$ cat config.mk
export PLATFORM = sky130hd
export DESIGN_NAME = demosaic_param
export DESIGN_NICKNAME = d
export VERILOG_FILES = /design/src/rtl/demosaic_param.sv
export SDC_FILE = /design/constraint.sdc
export NUM_CORES = 1
export LEC_CHECK = 0
export CAP_MARGIN = 30
export CELL_PAD_IN_SITES_DETAIL_PLACEMENT = 1
export CELL_PAD_IN_SITES_GLOBAL_PLACEMENT = 1
export CORE_MARGIN = 5
export CORE_UTILIZATION = 44
export DETAILED_ROUTE_END_ITERATION = 7
export GPL_ROUTABILITY_DRIVEN = 0
export PLACE_DENSITY_LB_ADDON = 0.1
export SLEW_MARGIN = 0
export SYNTH_ARGS = -nofsm -noshare
export SYNTH_HDL_FRONTEND = slang
export SYNTH_SLANG_ARGS = --single-unit
export TNS_END_PERCENT = 5
$ cat constraint.sdc
create_clock -name clk -period 4.56 [get_ports clk]
set_input_delay 0.912 -clock clk [delete_from_list [all_inputs] [get_ports clk]]
set_output_delay 0.912 -clock clk [all_outputs]
set_load 0.03 [all_outputs]
$ cat src/rtl/demosaic_param.sv
// Parametrised bilinear Bayer demosaic: streams a raw frame into external R/G/B memories,
// then fills in the two missing channels at every pixel using mirrored neighbours.
module demosaic_param #(
  parameter int COL_BITS = 7,
  parameter int ROW_BITS = 7,
  parameter int DW       = 8
) (
  input  logic                         clk,
  input  logic                         reset,
  input  logic                         in_en,
  input  logic [DW-1:0]                data_in,
  input  logic [1:0]                   cfg_pattern,
  output logic                         wr_r,
  output logic                         wr_g,
  output logic                         wr_b,
  output logic [ROW_BITS+COL_BITS-1:0] addr_r,
  output logic [ROW_BITS+COL_BITS-1:0] addr_g,
  output logic [ROW_BITS+COL_BITS-1:0] addr_b,
  output logic [DW-1:0]                wdata_r,
  output logic [DW-1:0]                wdata_g,
  output logic [DW-1:0]                wdata_b,
  input  logic [DW-1:0]                rdata_r,
  input  logic [DW-1:0]                rdata_g,
  input  logic [DW-1:0]                rdata_b,
  output logic                         busy,
  output logic                         done
);
  localparam int AW = ROW_BITS + COL_BITS;

  typedef enum logic [2:0] {S_IDLE, S_LOAD, S_FETCH, S_WRITE, S_DONE} state_t;
  // Index into the RGGB quad: SITE_GR is the G that shares its row with R sites.
  typedef enum logic [1:0] {SITE_R = 2'b00, SITE_GR = 2'b01, SITE_GB = 2'b10, SITE_B = 2'b11} site_t;
  typedef struct packed { logic [AW-1:0] a_r; logic [AW-1:0] a_g; logic [AW-1:0] a_b; } addr3_t;
  typedef struct packed { logic wr; logic [AW-1:0] addr; logic [DW-1:0] wdata; } bus_t;

  function automatic site_t site_of(input logic [AW-1:0] a, input logic [1:0] pat);
    return site_t'({a[COL_BITS] ^ pat[1], a[0] ^ pat[0]});
  endfunction

  function automatic logic [DW-1:0] mean(input logic [DW+1:0] s, input logic four);
    return DW'(four ? (s >> 2) : (s >> 1));
  endfunction

  // Neighbour addresses read on each channel bus at a given fetch step; unused buses stay 0.
  function automatic addr3_t fetch_addrs(input logic [AW-1:0] ctr, input logic [1:0] pat,
                                         input logic [1:0] step);
    logic [ROW_BITS-1:0] r, rn, rs;
    logic [COL_BITS-1:0] c, cw, ce;
    logic [AW-1:0]       orth, diag, horiz, vert;
    addr3_t              a;
    r  = ctr[AW-1:COL_BITS];
    c  = ctr[COL_BITS-1:0];
    // Mirroring keeps Bayer parity: -1 maps to 1 and the far edge+1 maps to edge-1.
    rn = (r == '0) ? ROW_BITS'(1) : r - ROW_BITS'(1);
    rs = (r == '1) ? r - ROW_BITS'(1) : r + ROW_BITS'(1);
    cw = (c == '0) ? COL_BITS'(1) : c - COL_BITS'(1);
    ce = (c == '1) ? c - COL_BITS'(1) : c + COL_BITS'(1);
    case (step)
      2'd0:    begin orth = {rn, c}; diag = {rn, cw}; end
      2'd1:    begin orth = {rs, c}; diag = {rn, ce}; end
      2'd2:    begin orth = {r, cw}; diag = {rs, cw}; end
      default: begin orth = {r, ce}; diag = {rs, ce}; end
    endcase
    horiz = step[0] ? {r, ce} : {r, cw};
    vert  = step[0] ? {rs, c} : {rn, c};
    a = '0;
    case (site_of(ctr, pat))
      SITE_R:  begin a.a_g = orth;  a.a_b = diag;  end
      SITE_B:  begin a.a_r = diag;  a.a_g = orth;  end
      SITE_GR: begin a.a_r = horiz; a.a_b = vert;  end
      default: begin a.a_r = vert;  a.a_b = horiz; end
    endcase
    return a;
  endfunction

  state_t          state;
  logic [1:0]      pattern;
  logic [AW-1:0]   k, centre;
  logic [1:0]      step;
  logic            load_last;
  logic [DW+1:0]   acc_r, acc_g, acc_b;

  site_t           cur_site, cap_site;
  logic            capture, use_r, use_g, use_b, last_step;
  logic [AW-1:0]   cap_addr, nxt_ctr;
  logic [1:0]      nxt_step;
  logic [DW+1:0]   sum_r, sum_g, sum_b;
  addr3_t          nxt_addr;
  bus_t            bus_r, bus_g, bus_b;

  always_comb begin
    // NOTE: every combinational output gets a default first so no path can infer a latch.
    bus_r = '0;
    bus_g = '0;
    bus_b = '0;
    capture   = in_en && (state == S_IDLE || state == S_DONE || (state == S_LOAD && !load_last));
    cap_addr  = (state == S_LOAD) ? k : '0;
    cap_site  = site_of(cap_addr, (state == S_LOAD) ? pattern : cfg_pattern);
    cur_site  = site_of(centre, pattern);
    use_r     = cur_site != SITE_R;
    use_b     = cur_site != SITE_B;
    use_g     = cur_site == SITE_R || cur_site == SITE_B;
    last_step = use_g ? (step == 2'd3) : (step == 2'd1);
    sum_r     = use_r ? acc_r + (DW+2)'(rdata_r) : acc_r;
    sum_g     = use_g ? acc_g + (DW+2)'(rdata_g) : acc_g;
    sum_b     = use_b ? acc_b + (DW+2)'(rdata_b) : acc_b;
    nxt_ctr   = (state == S_WRITE) ? centre + AW'(1) : centre;
    nxt_step  = (state == S_FETCH) ? step + 2'd1 : 2'd0;
    nxt_addr  = fetch_addrs(nxt_ctr, pattern, nxt_step);

    if (capture) begin
      case (cap_site)
        SITE_R:  begin bus_r.wr = 1'b1; bus_r.addr = cap_addr; bus_r.wdata = data_in; end
        SITE_B:  begin bus_b.wr = 1'b1; bus_b.addr = cap_addr; bus_b.wdata = data_in; end
        default: begin bus_g.wr = 1'b1; bus_g.addr = cap_addr; bus_g.wdata = data_in; end
      endcase
    end else if ((state == S_LOAD && load_last) || (state == S_FETCH && !last_step) ||
                 (state == S_WRITE && centre != '1)) begin
      bus_r.addr = nxt_addr.a_r;
      bus_g.addr = nxt_addr.a_g;
      bus_b.addr = nxt_addr.a_b;
    end else if (state == S_FETCH) begin
      // Final fetch edge: registers the write-back of both missing channels.
      bus_r.wr    = use_r;
      bus_r.addr  = use_r ? centre : '0;
      bus_r.wdata = use_r ? mean(sum_r, use_g) : '0;
      bus_g.wr    = use_g;
      bus_g.addr  = use_g ? centre : '0;
      bus_g.wdata = use_g ? mean(sum_g, 1'b1) : '0;
      bus_b.wr    = use_b;
      bus_b.addr  = use_b ? centre : '0;
      bus_b.wdata = use_b ? mean(sum_b, use_g) : '0;
    end
  end

  // NOTE: sequential state uses non-blocking assignments so every register sees pre-edge values.
  always_ff @(posedge clk or negedge reset) begin
    if (!reset) begin
      state     <= S_IDLE;
      pattern   <= '0;
      k         <= '0;
      centre    <= '0;
      step      <= '0;
      load_last <= 1'b0;
      acc_r     <= '0;
      acc_g     <= '0;
      acc_b     <= '0;
      {wr_r, addr_r, wdata_r} <= '0;
      {wr_g, addr_g, wdata_g} <= '0;
      {wr_b, addr_b, wdata_b} <= '0;
      busy      <= 1'b0;
      done      <= 1'b0;
    end else begin
      {wr_r, addr_r, wdata_r} <= bus_r;
      {wr_g, addr_g, wdata_g} <= bus_g;
      {wr_b, addr_b, wdata_b} <= bus_b;
      case (state)
        S_IDLE, S_DONE: if (in_en) begin
          pattern   <= cfg_pattern;
          k         <= AW'(1);
          centre    <= '0;
          step      <= '0;
          load_last <= 1'b0;
          busy      <= 1'b1;
          done      <= 1'b0;
          state     <= S_LOAD;
        end
        S_LOAD: if (load_last) begin
          load_last <= 1'b0;
          step      <= '0;
          state     <= S_FETCH;
        end else if (in_en) begin
          k         <= k + AW'(1);
          load_last <= (k == '1);
        end
        S_FETCH: if (last_step) begin
          acc_r <= '0;
          acc_g <= '0;
          acc_b <= '0;
          step  <= '0;
          state <= S_WRITE;
        end else begin
          acc_r <= sum_r;
          acc_g <= sum_g;
          acc_b <= sum_b;
          step  <= step + 2'd1;
        end
        S_WRITE: if (centre == '1) begin
          busy  <= 1'b0;
          done  <= 1'b1;
          state <= S_DONE;
        end else begin
          centre <= centre + AW'(1);
          state  <= S_FETCH;
        end
        default: state <= S_IDLE;
      endcase
    end
  end
endmodule

==> results.toml, run 1 <==
[placement]
detailed_placer_s_ending_hpwl_um = 24600
port-buffer-count = 107
pre_cts_ws_ps = 712
detailed_place.area_um2 = 10600

[clock_tree]
tritoncts_num_sinks = 137
clock_tree.buffer_depth = 2
cts-hold-fix-buffers = 0
cts_tree = "done"
clock_tree.htree_level_count = 4
cts_resized = 0
worst_setup_hold_path_clk_slew_ps = 70
insertion_delay_ps = 430
post_cts_buffers = 0
cts_root_buffer = "clkbuf_16"
cts_inserted_buffers = 17

[worst_setup_path]
worst-path-max-fanout = 23
path_class = "reg2reg"
timing.critical_path.arrival_ps = 4360
critical_path.reg2reg.endpoint = "addr_b[13]"
cp_top_family = "simple AND/OR/NAND/NOR gates"
setup.reg_to_reg.worst_slack_ps = 510
worstReg2RegStart = "state[1]"
worst-r2r-cell-count = 10
crit_path_top_delay_cell = "or4_1"
kind_of_end_point_of_the_critical_path = "flop"
worstPathBufferInverterCount = 1
critPathMaxStageDelay_ps = 680
path_common_cell = "nand2_1"
crit_path_start_kind = "flop"
cp_data_required_time_ps = 4860
ordered_list_of_cells_on_the_worst_path = "nand3b_4, or4_1, nand2_1, inv_1, xnor2_1, ha_1, nor2_1, nand2_1, o22ai_1, a211o_1"

[logic_synthesis]
synth_largest_area_cell = "dfrtp_1"
yosysWarningCount = 0
synthesized_netlist_net_count = 1140
post_synth_xor_area_fraction = 0.0599
ys.flop_type = "dfrtp_1"
post_synthesis_sequential_element_count = 137
synthCells = 1059
mappedNetlistArea_um2 = 9320
synthesis.area_per_instance_um2 = 8.80
number_of_enable_flip_flop_cells_after_synthesis = 0
post_synth_and_or_nand_nor_area_fraction = 0.183
synthAdderAreaFrac = 0.0615
synth_top_family_by_area = "compound AO/OA/AOI/OAI gates"
synth.area.mux_share = 0.0255
post-synth-top-area-fraction = 0.368
synth-async-reset-ratio = 1.00
ys_seq_area_frac = 0.368
synth_compound_gate_area_share = 0.256
netlist-cell-type-count = 77
ys_top_cells_by_area = "dfrtp_1 (37%), ha_1 (5.5%), o21ai_0 (5.0%)"

[die]
coreArea_um2 = 21000
effective_utilization_at_floorplan = 0.445
standard_cell_row_count = 53
die_x_um = 156
die_area_um2 = 24200
die_h_um = 156
ioPinCount = 108

[cells_and_area]
antenna_cells = 0
most_frequent_cells_in_the_layout = "dfrtp_1 (137), nand2_1 (116), clkdlybuf4s50_1 (106)"
final_nets = 1217
final_common_cell = "dfrtp_1"
stdcell_area_um2 = 11200
areaGrowthSynthToFinish_pct = 20.5
post_route_cells_drive_above_1_share = 0.0828

[drt]
drc = 0
drtIter0Drc = 614
route.vias.total = 8885
wl_um = 33800
detail_route.first_pass.iterations = 5
drt-vias-per-instance = 6.24
average_wire_per_standard_cell_um = 23.8
final_antenna_net_count = 0

[sta]
rsz0062_at_grt = "false"
postLayoutSetupSlackWorst_ps = 509
fin_tns_setup_ps = 0
fmax_ghz = 0.247
worst_clock_skew_ps = 13.3
timing_worst_slew_pin_value_ps = 1030
finalSetupViolCount = 0
finalCriticalPeriod_ps = 4050
min_period_over_period = 0.888
final_number_of_max_transition_violations = 0
report.final.hold_viol_count = 0
max_slew_margin = 0.307

[global_routing]
grt_pass1_vias = 9250
grt_first_pass_wirelength_um = 53100
overflow = 0
grt.total_usage = 0.281
number_of_antenna_violations_at_the_first_check_in_global_routing = 0
grt_max_degree = 78

[power_and_ir_drop]
p_leak_uw = 0.00489
power.density_cell_area_nw_per_um2 = 381
design_power_total_uw = 4280
ir_drop_mv = 0.248

[flow_run]
max_cap_viol_count = 0

[run_status]
run_status = "finished clean"

[min_path]
min_path_type = "in2async"
worst reg2reg max path: cells and delay by family, from the launching register on:
kind	cells	cell delay, ps
adder cells (fa/ha/maj)	1	480
AO/OA/AOI/OAI	2	420
XOR/XNOR	1	290
AND/OR/NAND/NOR	5	1910
flip-flops	1	640
buffers and inverters	1	170
power by group:
part / internal, uW / switching (uW)
Sequential: 1320 / 119
Clock: 848 / 558
Combinational: 527 / 911
Total: 2690 / 1590
logic make-up after synthesis:
kind of cell / count (synthesis)
compound gates: 347
xor+xnor: 62
fa+ha+maj: 44
buf+inv: 107
flops: 137
mux: 23
simple gates: 339
how the worst max path moves through the flow:
stage,startpoint,to,slack (ps),cells after the start
final,state[1],addr_b[13],510,10
after global routing,state[1],addr_b[13],200,10
after CTS,state[1],addr_b[13],640,10
after detailed placement,state[1],addr_b[13],710,10
after global placement,state[1],addr_b[13],760,10
after floorplan,state[2],addr_r[10],1370,14
registers in the layout, indices dropped and copies added (netlist names):
name	count
state	3
addr_g	14
acc_b	10
wdata_r	8
busy	1
wr_b	1
acc_r	10
wdata_b	8
wr_r	1
pattern	2
wr_g	1
acc_g	10
load_last	1
addr_r	14
done	1
addr_b	14
centre	14
k	14
wdata_g	8
step	2
layer usage:
layer / up-vias / track usage / wire [um]
met5: - / 0 / 0
met3: 94 / 0.0472 / 1900
met4: 0 / 0.125 / 1500
met2: 359 / 0.464 / 16100
li1: 4049 / - / -
met1: 4383 / 0.365 / 14300
per-stage QoR:
| step | hold WS [ps] | util | cells |
|---|---|---|---|
| final | 505 | 0.536 | 1423 |
| after floorplan | 468 | - | 1059 |
| after CTS | 504 | 0.536 | 1423 |
| after global routing | 511 | 0.536 | 1423 |
| after global placement | 473 | 0.508 | 1391 |
| after detailed placement | 483 | 0.508 | 1392 |
cell type report:
class                      count  area (um2)
timing repair buffer         135        1290
tap                          275         344
fill                        2417        9720
sequential                   137        3430
inverter                      30         113
clock inverter                10         116
multi-input combinational    815        5480
clock buffer                  21         470
cells in the mapped netlist, types with 7 or more instances:
library cell and n:
xnor2_1 41, a32oi_1 35, nor3_1 17, a21o_1 16, nor2_1 89, buf_2 7, a22o_1 29, mux2i_1 17
buf_1 7, nand4_1 8, xor2_1 19, dfrtp_1 137, o221ai_1 13, inv_1 28, a22oi_1 11, a21oi_1 51
o21ai_0 94, o31ai_1 12, nor2b_1 14, clkbuf_1 56, a31oi_1 11, nand3_1 31, and2_1 13, o211ai_1 8
nand2_1 116, a221oi_1 14, ha_1 41
Note: power is estimated with default switching activity, not from simulation.
==> run 2: changes to the inputs <==
- SKIP_CTS_REPAIR_TIMING: unset -> 1
==> results of run 2 <==
Final layout, timing and power as in run 1 (identical DEF).
==> RTL edit, RTL diff (config.mk and constraints of run 1) <==
The parameter `DW` goes from 8 to 6.
--- a/src/rtl/demosaic_param.sv
+++ b/src/rtl/demosaic_param.sv
@@ -3,7 +3,7 @@
 module demosaic_param #(
   parameter int COL_BITS = 7,
   parameter int ROW_BITS = 7,
-  parameter int DW       = 8
+  parameter int DW       = 6
 ) (
   input  logic                         clk,
   input  logic                         reset,
Interface: changed (7 resized); port bits go from 108 to 94. The function was not compared with the original's and may differ.
==> RTL edit against run 1 <==
  * Hold slack got worse by 0.054 ns
  * Clock skew decreased by 0.0030 ns
  * Count of clock-buffer cells in the layout shrank 1
  * Worst setup slack lost 0.17 ns
  * Final area shrank 6.7%
  * Sequential power decreased by 9%
  * Synthesized cell count shrank 5.9%
  * Non-clock buffer count down 7
  * Critical path depth rose by 2
  * Sequential cell count down 12
  * Area after synthesis decreased by 7.2%
  * Wire length is 2.7% lower
  * Total power decreased by 6.4%
  * Largest power group is now the clock network
  * Highest routed layer unchanged
==> RTL edit: results (changes against run 1) <==
status=finished clean (unchanged); Seq/Total Area, Yosys=0.362 (was 0.368); Area contributors post-synth=dfrtp_1 (36%), o21ai_0 (5.7%), nand2_1 (5.3%) (was dfrtp_1 (37%), ha_1 (5.5%), o21ai_0 (5.0%)); Post-synth top cells=dfrtp_1 (125), nand2_1 (121), o21ai_0 (98) (was dfrtp_1 (137), nand2_1 (116), o21ai_0 (94)); clock skew=0.0103 ns (was 0.0133 ns); non-clock buffer count=128 (was 135); largest net degree at the start of global routing=62 (was 78); Synth Area in Compound Gates=0.260 (was 0.256); R2R depth=12 (was 10); Ys Warns=0 (unchanged); Setup Slack @ Placement=0.543 ns (was 0.712 ns); Final Cell Area=10,500 um2 (was 11,200 um2); post-synthesis mux area share=0.0217 (was 0.0255); critical path arrival=4.56 ns (was 4.36 ns); final hold slack=0.451 ns (was 0.505 ns); starting DRC count in detailed routing=709 (was 614); Syn Area/Cell=8.69 um2 (was 8.80 um2); placed inst area=9880 um2 (was 10,600 um2); clk cell area share=0.0573 (was 0.0522); worst-path fanout max=9 (was 23); xor-xnor portion of the synthesized cell area=0.0644 (was 0.0599); # port buffers=93 (was 107); syn_nets=1,063 (was 1,140); Post-DP HPWL=24,200 um (was 24,600 um); Cells after DPL=1,313 (was 1,392); vias in the first global route=8,770 (was 9,250); clock buf count=20 (was 21); routed wire length per instance=24.5 um (was 23.8 um); post-cts sizing count=0 (unchanged); Post-CTS Setup Inserts=0 (unchanged); Area Overhead vs Synth=21.1% (was 20.5%); NonClk Buf Share=0.114 (about the same); Leak=4.52 nW (was 4.89 nW); DR vias=8,484 (was 8,885); clock sink count=125 (was 137); detailed-router iteration count before antenna repair=5 (unchanged); share of layout cells above drive strength 1=0.0935 (was 0.0828); reg2reg end=addr_r[10]$_DFF_PN0_ (was addr_b[13]$_DFF_PN0_); #MultiIn Comb=765 (was 815); final worst slack=0.335 ns (was 0.509 ns); crit path launch=centre[1]$_DFFE_PN0P_ (was state[1]$_DFFE_PN0P_); first-pass GRT wire length=51,000 um (was 53,100 um); fillers=2,285 (was 2,417); Critical Path End=addr_r[10]$_DFF_PN0_ (was addr_b[13]$_DFF_PN0_); post-synthesis adder-cell area fraction=0.0576 (was 0.0615); area of the multi-input gates=5110 um2 (was 5480 um2); Tot GR Track Use=0.295 (was 0.281); Least-Margin Pin Slew=1.05 ns (was 1.03 ns); Distinct cells, synth=73 (was 77); Via density=6.31 (was 6.24); fraction of area in registers=0.299 (was 0.305)
RTL edit: cell count changes in the layout (fill, tap and decap cells not counted), moves of 7 or more:
cell	change
a221oi_1	-8
a22o_1	-14
a32o_1	+7
a32oi_1	-7
buf_4	+8
clkdlybuf4s50_1	-14
dfrtp_1	-12
nand2b_1	+7
nor2_1	-23
RTL edit: power breakdown:
group	internal, W	leakage [nW]	switching [W]
sequential	0.00119	1.63	0.000102
clock	0.000852	0.293	0.000555
combinational	0.000460	2.60	0.000839
RTL edit: critical path: stages, from the launching register on:
cell      delay, ns
dfrtp_1        0.59
ha_1           0.54
nand4b_4       0.27
nor3_2         0.22
xor2_1         0.45
ha_1           0.33
nand2b_1       0.08
mux2i_1        0.38
and4_1         0.46
a22o_1         0.28
mux2i_1        0.12
o21a_1         0.22
o21ai_1        0.18
RTL edit: metal layers:
layer,GRT usage,part of all wire
met3,0.0680,0.072
met5,0,0
met1,0.382,0.42
met2,0.480,0.47
met4,0.118,0.038
